[config.mk]
export PLATFORM = sky130hd
export DESIGN_NAME = led_frame_sched
export DESIGN_NICKNAME = d
export VERILOG_FILES = /design/src/rtl/led_pkg.sv /design/src/rtl/led_clk_div.sv /design/src/rtl/led_frame_sched.sv
export SDC_FILE = /design/constraint.sdc
export NUM_CORES = 1
export LEC_CHECK = 0
export BUFFER_PORTS_ARGS = -buffer_cell sky130_fd_sc_hd__clkbuf_2
export CAP_MARGIN = 20
export CELL_PAD_IN_SITES_DETAIL_PLACEMENT = 1
export CELL_PAD_IN_SITES_GLOBAL_PLACEMENT = 1
export CORE_MARGIN = 2
export CORE_UTILIZATION = 35
export CTS_BUF_LIST = sky130_fd_sc_hd__clkbuf_4 sky130_fd_sc_hd__clkbuf_8
export DETAILED_ROUTE_END_ITERATION = 16
export GPL_TIMING_DRIVEN = 0
export HOLD_SLACK_MARGIN = 0.06
export PLACE_DENSITY_LB_ADDON = 0.15
export SLEW_MARGIN = 20
export SYNTH_ARGS = -nofsm -noshare
export SYNTH_HDL_FRONTEND = slang
export SYNTH_SLANG_ARGS = --single-unit
[constraint.sdc]
create_clock -name i_clk -period 9.5 [get_ports i_clk]
set_input_delay 1.9 -clock i_clk [delete_from_list [all_inputs] [get_ports i_clk]]
set_output_delay 1.9 -clock i_clk [all_outputs]
set_load 0.05 [all_outputs]
[src/rtl/led_pkg.sv]
// Shared state encoding, default timing constants and counter sizing helper
// for the LED frame scheduler.
package led_pkg;

  typedef enum logic [2:0] {
    ST_IDLE  = 3'd0,
    ST_LOAD  = 3'd1,
    ST_SHIFT = 3'd2,
    ST_GAP   = 3'd3,
    ST_LATCH = 3'd4
  } led_state_t;

  localparam int LED_FREQ       = 20000000;
  localparam int LED_BITS       = 128;
  localparam int LED_DIV        = 10;
  localparam int LED_GAP        = 4;
  localparam int LED_LAT        = 2;
  // Retransmit rate: one refresh every 100 ms at the default clock.
  localparam int LED_REFRESH_HZ = 10;

  // Bits needed to hold counts 0..n-1 (never narrower than one bit).
  function automatic int cnt_w(input int n);
    return (n > 1) ? $clog2(n) : 1;
  endfunction

endpackage

[src/rtl/led_clk_div.sv]
// Half-period tick generator for the LED shift clock: o_tick pulses on the
// last system clock of every c_div-cycle half-period while enabled.
module led_clk_div
  import led_pkg::*;
#(
  parameter int c_div = LED_DIV
) (
  input  logic i_clk,
  input  logic i_rst_n,
  input  logic i_en,
  output logic o_tick
);

  localparam int              c_w    = cnt_w(c_div);
  localparam logic [c_w-1:0]  c_last = c_w'(c_div - 1);

  logic [c_w-1:0] r_cnt;

  assign o_tick = i_en && (r_cnt == c_last);

  // Dropping the enable restarts the half-period from zero.
  always_ff @(posedge i_clk or negedge i_rst_n) begin
    if (!i_rst_n) begin
      r_cnt <= '0;
    end else if (!i_en || o_tick) begin
      r_cnt <= '0;
    end else begin
      r_cnt <= r_cnt + 1'b1;
    end
  end

endmodule

[src/rtl/led_frame_sched.sv]
// LED driver frame scheduler: buffers one frame, shifts it MSB first on
// o_clk/o_dai, latches it, and periodically retransmits the last frame.
module led_frame_sched
  import led_pkg::*;
#(
  parameter int c_freq    = LED_FREQ,
  parameter int c_bits    = LED_BITS,
  parameter int c_div     = LED_DIV,
  parameter int c_gap     = LED_GAP,
  parameter int c_lat     = LED_LAT,
  parameter int c_refresh = c_freq / LED_REFRESH_HZ
) (
  input  logic              i_clk,
  input  logic              i_rst_n,
  input  logic [c_bits-1:0] i_data,
  input  logic              i_valid,
  output logic              o_ready,
  output logic              o_clk,
  output logic              o_dai,
  output logic              o_lat,
  output logic              o_busy
);

  localparam int c_bit_w    = cnt_w(c_bits);
  localparam int c_tail_max = (c_gap > c_lat) ? c_gap : c_lat;
  localparam int c_tail_w   = cnt_w(c_tail_max);
  localparam int c_ref_w    = cnt_w(c_refresh + 1);

  localparam logic [c_bit_w-1:0]  c_bit_last = c_bit_w'(c_bits - 1);
  localparam logic [c_tail_w-1:0] c_gap_last = c_tail_w'(c_gap - 1);
  localparam logic [c_tail_w-1:0] c_lat_last = c_tail_w'(c_lat - 1);
  localparam logic [c_ref_w-1:0]  c_ref_max  = c_ref_w'(c_refresh);
  localparam logic [c_ref_w-1:0]  c_ref_last = c_ref_w'(c_refresh - 1);

  led_state_t          r_state;
  led_state_t          w_next;
  logic [c_bits-1:0]   r_pend;
  logic [c_bits-1:0]   r_active;
  logic [c_bits-1:0]   r_shift;
  logic                r_pend_full;
  logic                r_seen;
  logic                r_phase;
  logic [c_bit_w-1:0]  r_bit;
  logic [c_tail_w-1:0] r_cnt;
  logic [c_ref_w-1:0]  r_ref;

  logic w_accept;
  logic w_tick;
  logic w_last_bit;
  logic w_bit_end;
  logic w_in_tail;
  logic w_tail_done;
  logic w_ref_hit;
  logic w_refresh;

  led_clk_div #(
    .c_div (c_div)
  ) u_clk_div (
    .i_clk   (i_clk),
    .i_rst_n (i_rst_n),
    .i_en    (r_state == ST_SHIFT),
    .o_tick  (w_tick)
  );

  assign w_accept    = i_valid && !r_pend_full;
  assign w_last_bit  = (r_bit == c_bit_last);
  assign w_bit_end   = (r_state == ST_SHIFT) && w_tick && r_phase;
  assign w_in_tail   = (r_state == ST_GAP) || (r_state == ST_LATCH);
  assign w_tail_done = ((r_state == ST_GAP)   && (r_cnt == c_gap_last)) ||
                       ((r_state == ST_LATCH) && (r_cnt == c_lat_last));
  // Refresh fires on the c_refresh-th idle cycle, once a frame has been seen.
  assign w_ref_hit   = r_seen && (r_ref == c_ref_last);

  always_ff @(posedge i_clk or negedge i_rst_n) begin
    if (!i_rst_n) begin
      r_state <= ST_IDLE;
    end else begin
      r_state <= w_next;
    end
  end

  // A frame arriving on the expiry cycle cancels the refresh; it loads next.
  always_comb begin
    w_next    = r_state;
    w_refresh = 1'b0;
    unique case (r_state)
      ST_IDLE: begin
        if (r_pend_full) begin
          w_next = ST_LOAD;
        end else if (w_ref_hit && !w_accept) begin
          w_next    = ST_SHIFT;
          w_refresh = 1'b1;
        end
      end
      ST_LOAD:  w_next = ST_SHIFT;
      ST_SHIFT: if (w_bit_end && w_last_bit) w_next = ST_GAP;
      ST_GAP:   if (w_tail_done) w_next = ST_LATCH;
      ST_LATCH: if (w_tail_done) w_next = ST_IDLE;
      default:  w_next = ST_IDLE;
    endcase
  end

  always_ff @(posedge i_clk or negedge i_rst_n) begin
    if (!i_rst_n) begin
      r_pend_full <= 1'b0;
      r_seen      <= 1'b0;
      r_phase     <= 1'b0;
      r_bit       <= '0;
      r_cnt       <= '0;
      r_ref       <= '0;
    end else begin
      if (r_state == ST_LOAD) begin
        r_pend_full <= 1'b0;
      end else if (w_accept) begin
        r_pend_full <= 1'b1;
      end

      if (w_accept) begin
        r_seen <= 1'b1;
      end

      if (r_state != ST_SHIFT) begin
        r_phase <= 1'b0;
        r_bit   <= '0;
      end else if (w_tick) begin
        r_phase <= ~r_phase;
        if (r_phase && !w_last_bit) begin
          r_bit <= r_bit + 1'b1;
        end
      end

      if (w_in_tail && !w_tail_done) begin
        r_cnt <= r_cnt + 1'b1;
      end else begin
        r_cnt <= '0;
      end

      // Held at zero outside IDLE, so every entry to IDLE starts a fresh count.
      if (r_state != ST_IDLE) begin
        r_ref <= '0;
      end else if (r_ref != c_ref_max) begin
        r_ref <= r_ref + 1'b1;
      end
    end
  end

  // Frame storage carries no reset; the outputs are gated by state instead.
  always_ff @(posedge i_clk) begin
    if (w_accept) begin
      r_pend <= i_data;
    end
    if (r_state == ST_LOAD) begin
      r_active <= r_pend;
      r_shift  <= r_pend;
    end else if (w_refresh) begin
      r_shift <= r_active;
    end else if (w_bit_end) begin
      r_shift <= r_shift << 1;
    end
  end

  assign o_ready = !r_pend_full;
  assign o_clk   = (r_state == ST_SHIFT) && r_phase;
  assign o_dai   = (r_state == ST_SHIFT) && r_shift[c_bits-1];
  assign o_lat   = (r_state == ST_LATCH);
  assign o_busy  = (r_state != ST_IDLE);

endmodule

### After elaboration in Yosys (flattened, before gate mapping)

Index checks and enable logic that the tools add are counted.

| word-level totals | value |
|---|---|
| input bits | 131 |
| output and inout bits | 5 |
| logic and storage cells | 84 |
| register bits | 424 |

| cells by class | value |
|---|---|
| reductions and logical operators | 30 |
| mux-type cells | 23 |
| equality and inequality tests | 15 |
| bitwise operators | 1 |
| add/sub/neg operators | 4 |

Operators with widths:

| kind | number |
|---|---|
| 128-bit 2-to-1 mux | 3 |
| 21-bit 2-to-1 mux | 2 |
| 21-bit by 1-bit adder with 21-bit output, second input constant | 1 |
| 21-bit == test, second input constant | 1 |
| 7-bit 2-to-1 mux | 3 |
| 21-bit != test, second input constant | 1 |
| 3-bit 2-to-1 mux | 5 |
| 3-bit one-hot mux with 5 select lines | 1 |
| 1-bit logical AND | 13 |
| 2-bit nonzero test | 4 |
| 7-bit by 1-bit adder with 7-bit output, second input constant | 1 |
| 7-bit == test, second input constant | 1 |
| 1-bit 2-to-1 mux | 7 |
| 3-bit by 2-bit == test with 1-bit output, second input constant | 2 |
| 3-bit nonzero test | 2 |
| 1-bit logical NOT | 5 |
| 4-bit by 1-bit adder with 4-bit output, second input constant | 1 |
| 4-bit == test, second input constant | 1 |
| 4-bit 2-to-1 mux | 1 |
| 2-bit != test, second input constant | 2 |
| 4-bit AND reduction | 1 |
| 3-bit by 1-bit == test with 1-bit output, second input constant | 1 |
| 3-bit == test, second input constant | 1 |
| 3-bit logical NOT | 1 |
| other kinds (10) | 12 |

### Logic depth before layout (Yosys ltp)

| logic depth | value |
|---|---|
| word-level depth | 9 |
| gate-level depth with buffers | 9 |
| depth with buffers taken out | 6 |

### By module

A second synthesis with hierarchy kept.

| unflattened totals | value |
|---|---|
| cell total of the unflattened synthesis | 1240 |
| area, all modules | 17933.4 sq um |

Modules (own cells, without submodules):

| module | instances | sequential area each (sq um) | cells an instance | area an instance (sq um) |
|---|---|---|---|---|
| led_frame_sched | 1 | 12431.9 | 1220 | 17720.7 |
| led_clk_div | 1 | 100.1 | 20 | 212.7 |

### Worst setup path before layout

No wires, ideal clock.

| timing | value |
|---|---|
| kind | input port to flip-flop |
| start | input i_valid |
| end | register r_seen |
| cell stages on the path | 2 |
| path buffers | 0 |
| data arrival time | 8.073 ns |
| data required time | 9.399 ns |
| path slack | 1.326 ns |
| library setup time | 0.101 ns |
| path through | nor2b_1 > or2_2 |

| on the way | value |
|---|---|
| longest elaborated chain between the ends | 1 |

Ends and longest elaborated chain:

| item | line | text |
|---|---|---|
| start: declaration | led_frame_sched.sv:16 | `input logic i_valid,` |
| 1-bit logical AND | led_frame_sched.sv:65 | `assign w_accept = i_valid && !r_pend_full;` |
| end signal: assignment | led_frame_sched.sv:106 | `r_seen <= 1'b0;` |
| end signal: assignment | led_frame_sched.sv:119 | `r_seen <= 1'b1;` |
| end: declaration | led_frame_sched.sv:41 | `logic r_seen;` |

No other way between the ends.
A chain may end at the register's enable or synchronous reset.

### Final worst setup path

| timing | value |
|---|---|
| start | register r_state[1] |
| end | output o_dai |

| on the way | value |
|---|---|
| longest elaborated chain between the ends | 2 |

Ends and longest elaborated chain:

| item | line | text |
|---|---|---|
| start: declaration | led_frame_sched.sv:35 | `led_state_t r_state;` |
| start signal: assignment | led_frame_sched.sv:78 | `r_state <= w_next;` |
| 3-bit by 2-bit == test with 1-bit output | led_frame_sched.sv:164 | `assign o_dai = (r_state == ST_SHIFT) && r_shift[c_bits-1];` |
| 1-bit logical AND | led_frame_sched.sv:164 |  |
| end: declaration | led_frame_sched.sv:19 | `output logic o_dai,` |

No other way between the ends.

==> run_results.csv <==
group,metric,value,unit
clock_network,post-cts-setup-buffers,0,
routing,vias,10780,
global_route,grt_pass1_vias,11490,
placement,post-place-cells,1902,
synthesis,ys_types,47,
floorplan,initial_core_util,0.3531,
final_layout,finalNonFillerCells,2043,
clock_network,htreeDepth,3,
power,power_frac_clock,0.375,
worst_hold_path,hold_path.class,"reg2reg",
global_route,grt_pass1_wl,67240,um
worst_hold_path,worstHoldPathCells,0,
final_layout,final_nets,1447,
floorplan,placementRows,82,
synthesis,ys_ff_latch,424,
clock_network,hold_buffers,0,
synthesis,ys_warn_count,0,
floorplan,die_w,228.5,um
floorplan,io_pins,136,
global_route,grt_use_total,0.1650,
power,power.net_switching,0.001129,W
routing,ant_nets,0,
setup_path,cp_slowest_cell,"nor3b_1",
run_status,status,"completed",
routing,wl_per_cell,20.98,um
power,p_int,0.003319,W
routing,viasPerCell,5.275,
placement,pre_cts_ws,4.842,ns
flow_run,maxCapViolCount,0,
synthesis,async_flop_share,0.09434,
setup_path,slowest_delay,0.81,ns
final_layout,area_growth,18.37,%
sta,finalMaxSlewViolations,0,
sta,rsz0062_at_grt,"no",
floorplan,coreArea,49970,um^2
sta,fin_ws,4.919,ns
synthesis,syn-mean-instance-area,16.26,um^2
setup_path,critPathKind,"reg2out",
synthesis,synthCells,1085,
sta,finClkSkew,0.02481,ns
sta,max_freq,218.3,MHz
clock_network,cts_max_path_buffers,3,
synthesis,synth_seq_area_share,0.7103,
routing,totalWireLength,42870,um
power,leakagePower,7.707,nW
placement,port_buffers,135,
synthesis,synth_top_area_frac,0.6536,
final_layout,multiInputGateArea,4571,um^2
setup_path,cp.arrival,2.68,ns
global_route,grt_max_degree,48,
setup_path,cp_max_fo,10,
power,power_density,213.0,nW/um^2
power,netSwitchingFraction,0.2538,
sta,post-route-min-period,4.581,ns
routing,detail_route.first_pass.iterations,5,
sta,setup_tns,0,ns
synthesis,synth_top_area_cell,"edfxtp_1",
setup_path,startpoint_type,"flop",
clock_network,clk_pin_slew,0.06,ns
final_layout,drive_gt1_frac,0.2093,
clock_network,clk_latency,0.66,ns
routing,drc,0,
final_layout,fin_util,0.4180,
routing,drt_iter0_markers,660,
synthesis,syn-cell-area,17640,um^2
placement,hpwl,26550,um
setup_path,cp.required,7.60,ns
clock_network,cts.sinks,424,
synthesis,synth_edf_count,384,
clock_network,numCtsBuffers,77,
global_route,overflow,0,
placement,routabilityCongestion,0.7416,
final_layout,seq_area,12530,um^2
clock_network,root_buffer,"clkbuf_8",
global_route,antenna_found_initial,0,
floorplan,die_h,228.5,um
floorplan,die_area,52220,um^2
final_layout,antenna_cells,0,
clock_network,cts.repair.resized,0,
clock_network,cts_tree,"built",
power,p_seq_frac,0.514,
sta,tightest_slew,1.075,ns
power,ir_worst_vdd,0.0001206,V
synthesis,netlist_top_cells_area,"edfxtp_1 65%, o211a_1 7.2%, nor4b_1 6.4%",
power,power_frac_comb,0.111,
setup_path,cp_cell_sequence,"clkbuf_1, nor3b_1, and2_1, clkbuf_2",
synthesis,synth_nets,1223,
sta,fin_crit_sh,0.4822,
sta,setup_violations,0,
final_layout,final.fill_count,5006,
setup_path,cp-end-kind,"output port",
synthesis,synthFlopType,"edfxtp_1",
setup_path,r2r_cells,8,
sta,slew_headroom,0.2830,
sta,hold_violations,0,
## kinds of logic (layout without fill, tap and decap cells)
| logic type | after synthesis | in the layout | synth area share |
|---|---|---|---|
| fa+ha+maj | 7 | 7 | 0.004964 |
| simple gates | 227 | 227 | 0.09418 |
| flops | 424 | 424 | 0.7103 |
| xor+xnor | 15 | 15 | 0.007447 |
| mux | 4 | 4 | 0.002340 |
| buf+inv | 115 | 401 | 0.03149 |
| compound gates | 293 | 293 | 0.1493 |
## Yosys cell counts, types with 2 or more instances
library cell and instances:
clkbuf_1 78, nor4b_1 128, or2_2 2, mux2i_1 3, nand4_1 6, inv_1 9
nor2_1 32, a211o_1 127, nor2b_1 2, and4_1 5, and3_1 4, a31oi_1 4
and2_1 4, nand2_1 11, or3_1 8, dfrtp_1 40, xnor2_1 6, nand4b_1 2
nor3b_1 3, nor3_1 2, nand3_1 11, edfxtp_1 384, buf_6 12, a21oi_1 13
xor2_1 9, o21ai_0 7, or4_1 4, buf_2 14, o21a_1 2, o31ai_1 3
ha_1 7, a41o_1 2, o211a_1 127
## worst paths after layout
| kind | startpoint | to | slack (ns) |
|---|---|---|---|
| setup reg to reg | r_ref[11] | r_shift[49] | 5.88 |
| hold / removal | r_pend[75] | r_active[75] | 0.44 |
| min in group asynchronous | i_rst_n | r_bit[1] | 1.28 |
| setup / recovery | r_state[1] | o_dai | 4.92 |
| max in group asynchronous | i_rst_n | r_ref[3] | 7.82 |
| hold reg to reg | r_pend[75] | r_active[75] | 0.44 |
## cell usage in the layout (no fill, tap or decap), drive strengths merged, types with 4 or more instances in the layout
cell,synthesis,final
a211o,127,127
a21oi,13,13
a31oi,4,4
and2,4,4
and3,4,4
and4,5,5
buf,27,37
clkbuf,78,310
clkinv,1,38
clkinvlp,0,4
dfrtp,40,40
edfxtp,384,384
ha,7,7
inv,9,10
nand2,11,11
nand3,11,11
nand4,6,6
nor2,32,32
nor4b,128,128
o211a,127,127
o21ai,7,7
or3,8,8
or4,4,4
xnor2,6,6
xor2,9,9
## worst max-delay path: cells and delay by family, from the launching register on
family	cells	cell delay, ns
AND/OR/NAND/NOR	2	1.09
buffers and inverters	2	0.60
flip-flops	1	0.34
## layer usage
metal | routed length (um) | global-route usage | up-vias
li1 | - | - | 4954
met1 | 19950 | 0.2246 | 5496
met2 | 19910 | 0.2589 | 245
met3 | 1964 | 0.03967 | 82
met4 | 1046 | 0.05617 | 0
met5 | 0 | 0 | -
## power groups by stage
stage                     registers, W  clock network [W]  logic [W]
after global routing           0.00230            0.00181   0.000550
after global placement         0.00237                  0   0.000473
after floorplan                0.00233                  0   0.000319
after CTS                      0.00229            0.00174   0.000510
after detailed placement       0.00232                  0   0.000508
final                          0.00229            0.00167   0.000495
## metrics by stage
step	hold slack, ns	power, W	instance area, um^2
2_1_floorplan	0.4268	0.002646	17640
3_3_place_gp	0.4313	0.002841	19160
3_5_place_dp	0.4369	0.002832	19430
4_1_cts	0.4409	0.004540	20880
5_1_grt	0.4518	0.004662	20880
6_report	0.4419	0.004448	20880
## registers in the layout, indices dropped and copies added, names as in the netlist
signal and count:
r_active 128, r_pend 128, r_shift 128, r_ref 21
r_bit 7, u_clk_div.r_cnt 4, r_state 3, r_cnt 2
r_pend_full 1, r_phase 1, r_seen 1
## final cells by class
type | instances | area share
buffer | 105 | 0.02498
clock buffer | 97 | 0.05824
clock inverter | 44 | 0.01156
inverter | 10 | 0.001797
multi-input combinational | 546 | 0.2189
sequential | 424 | 0.6001
tap | 672 | 0.04026
timing repair buffer | 145 | 0.04422
(Power assumes the default switching activity.)
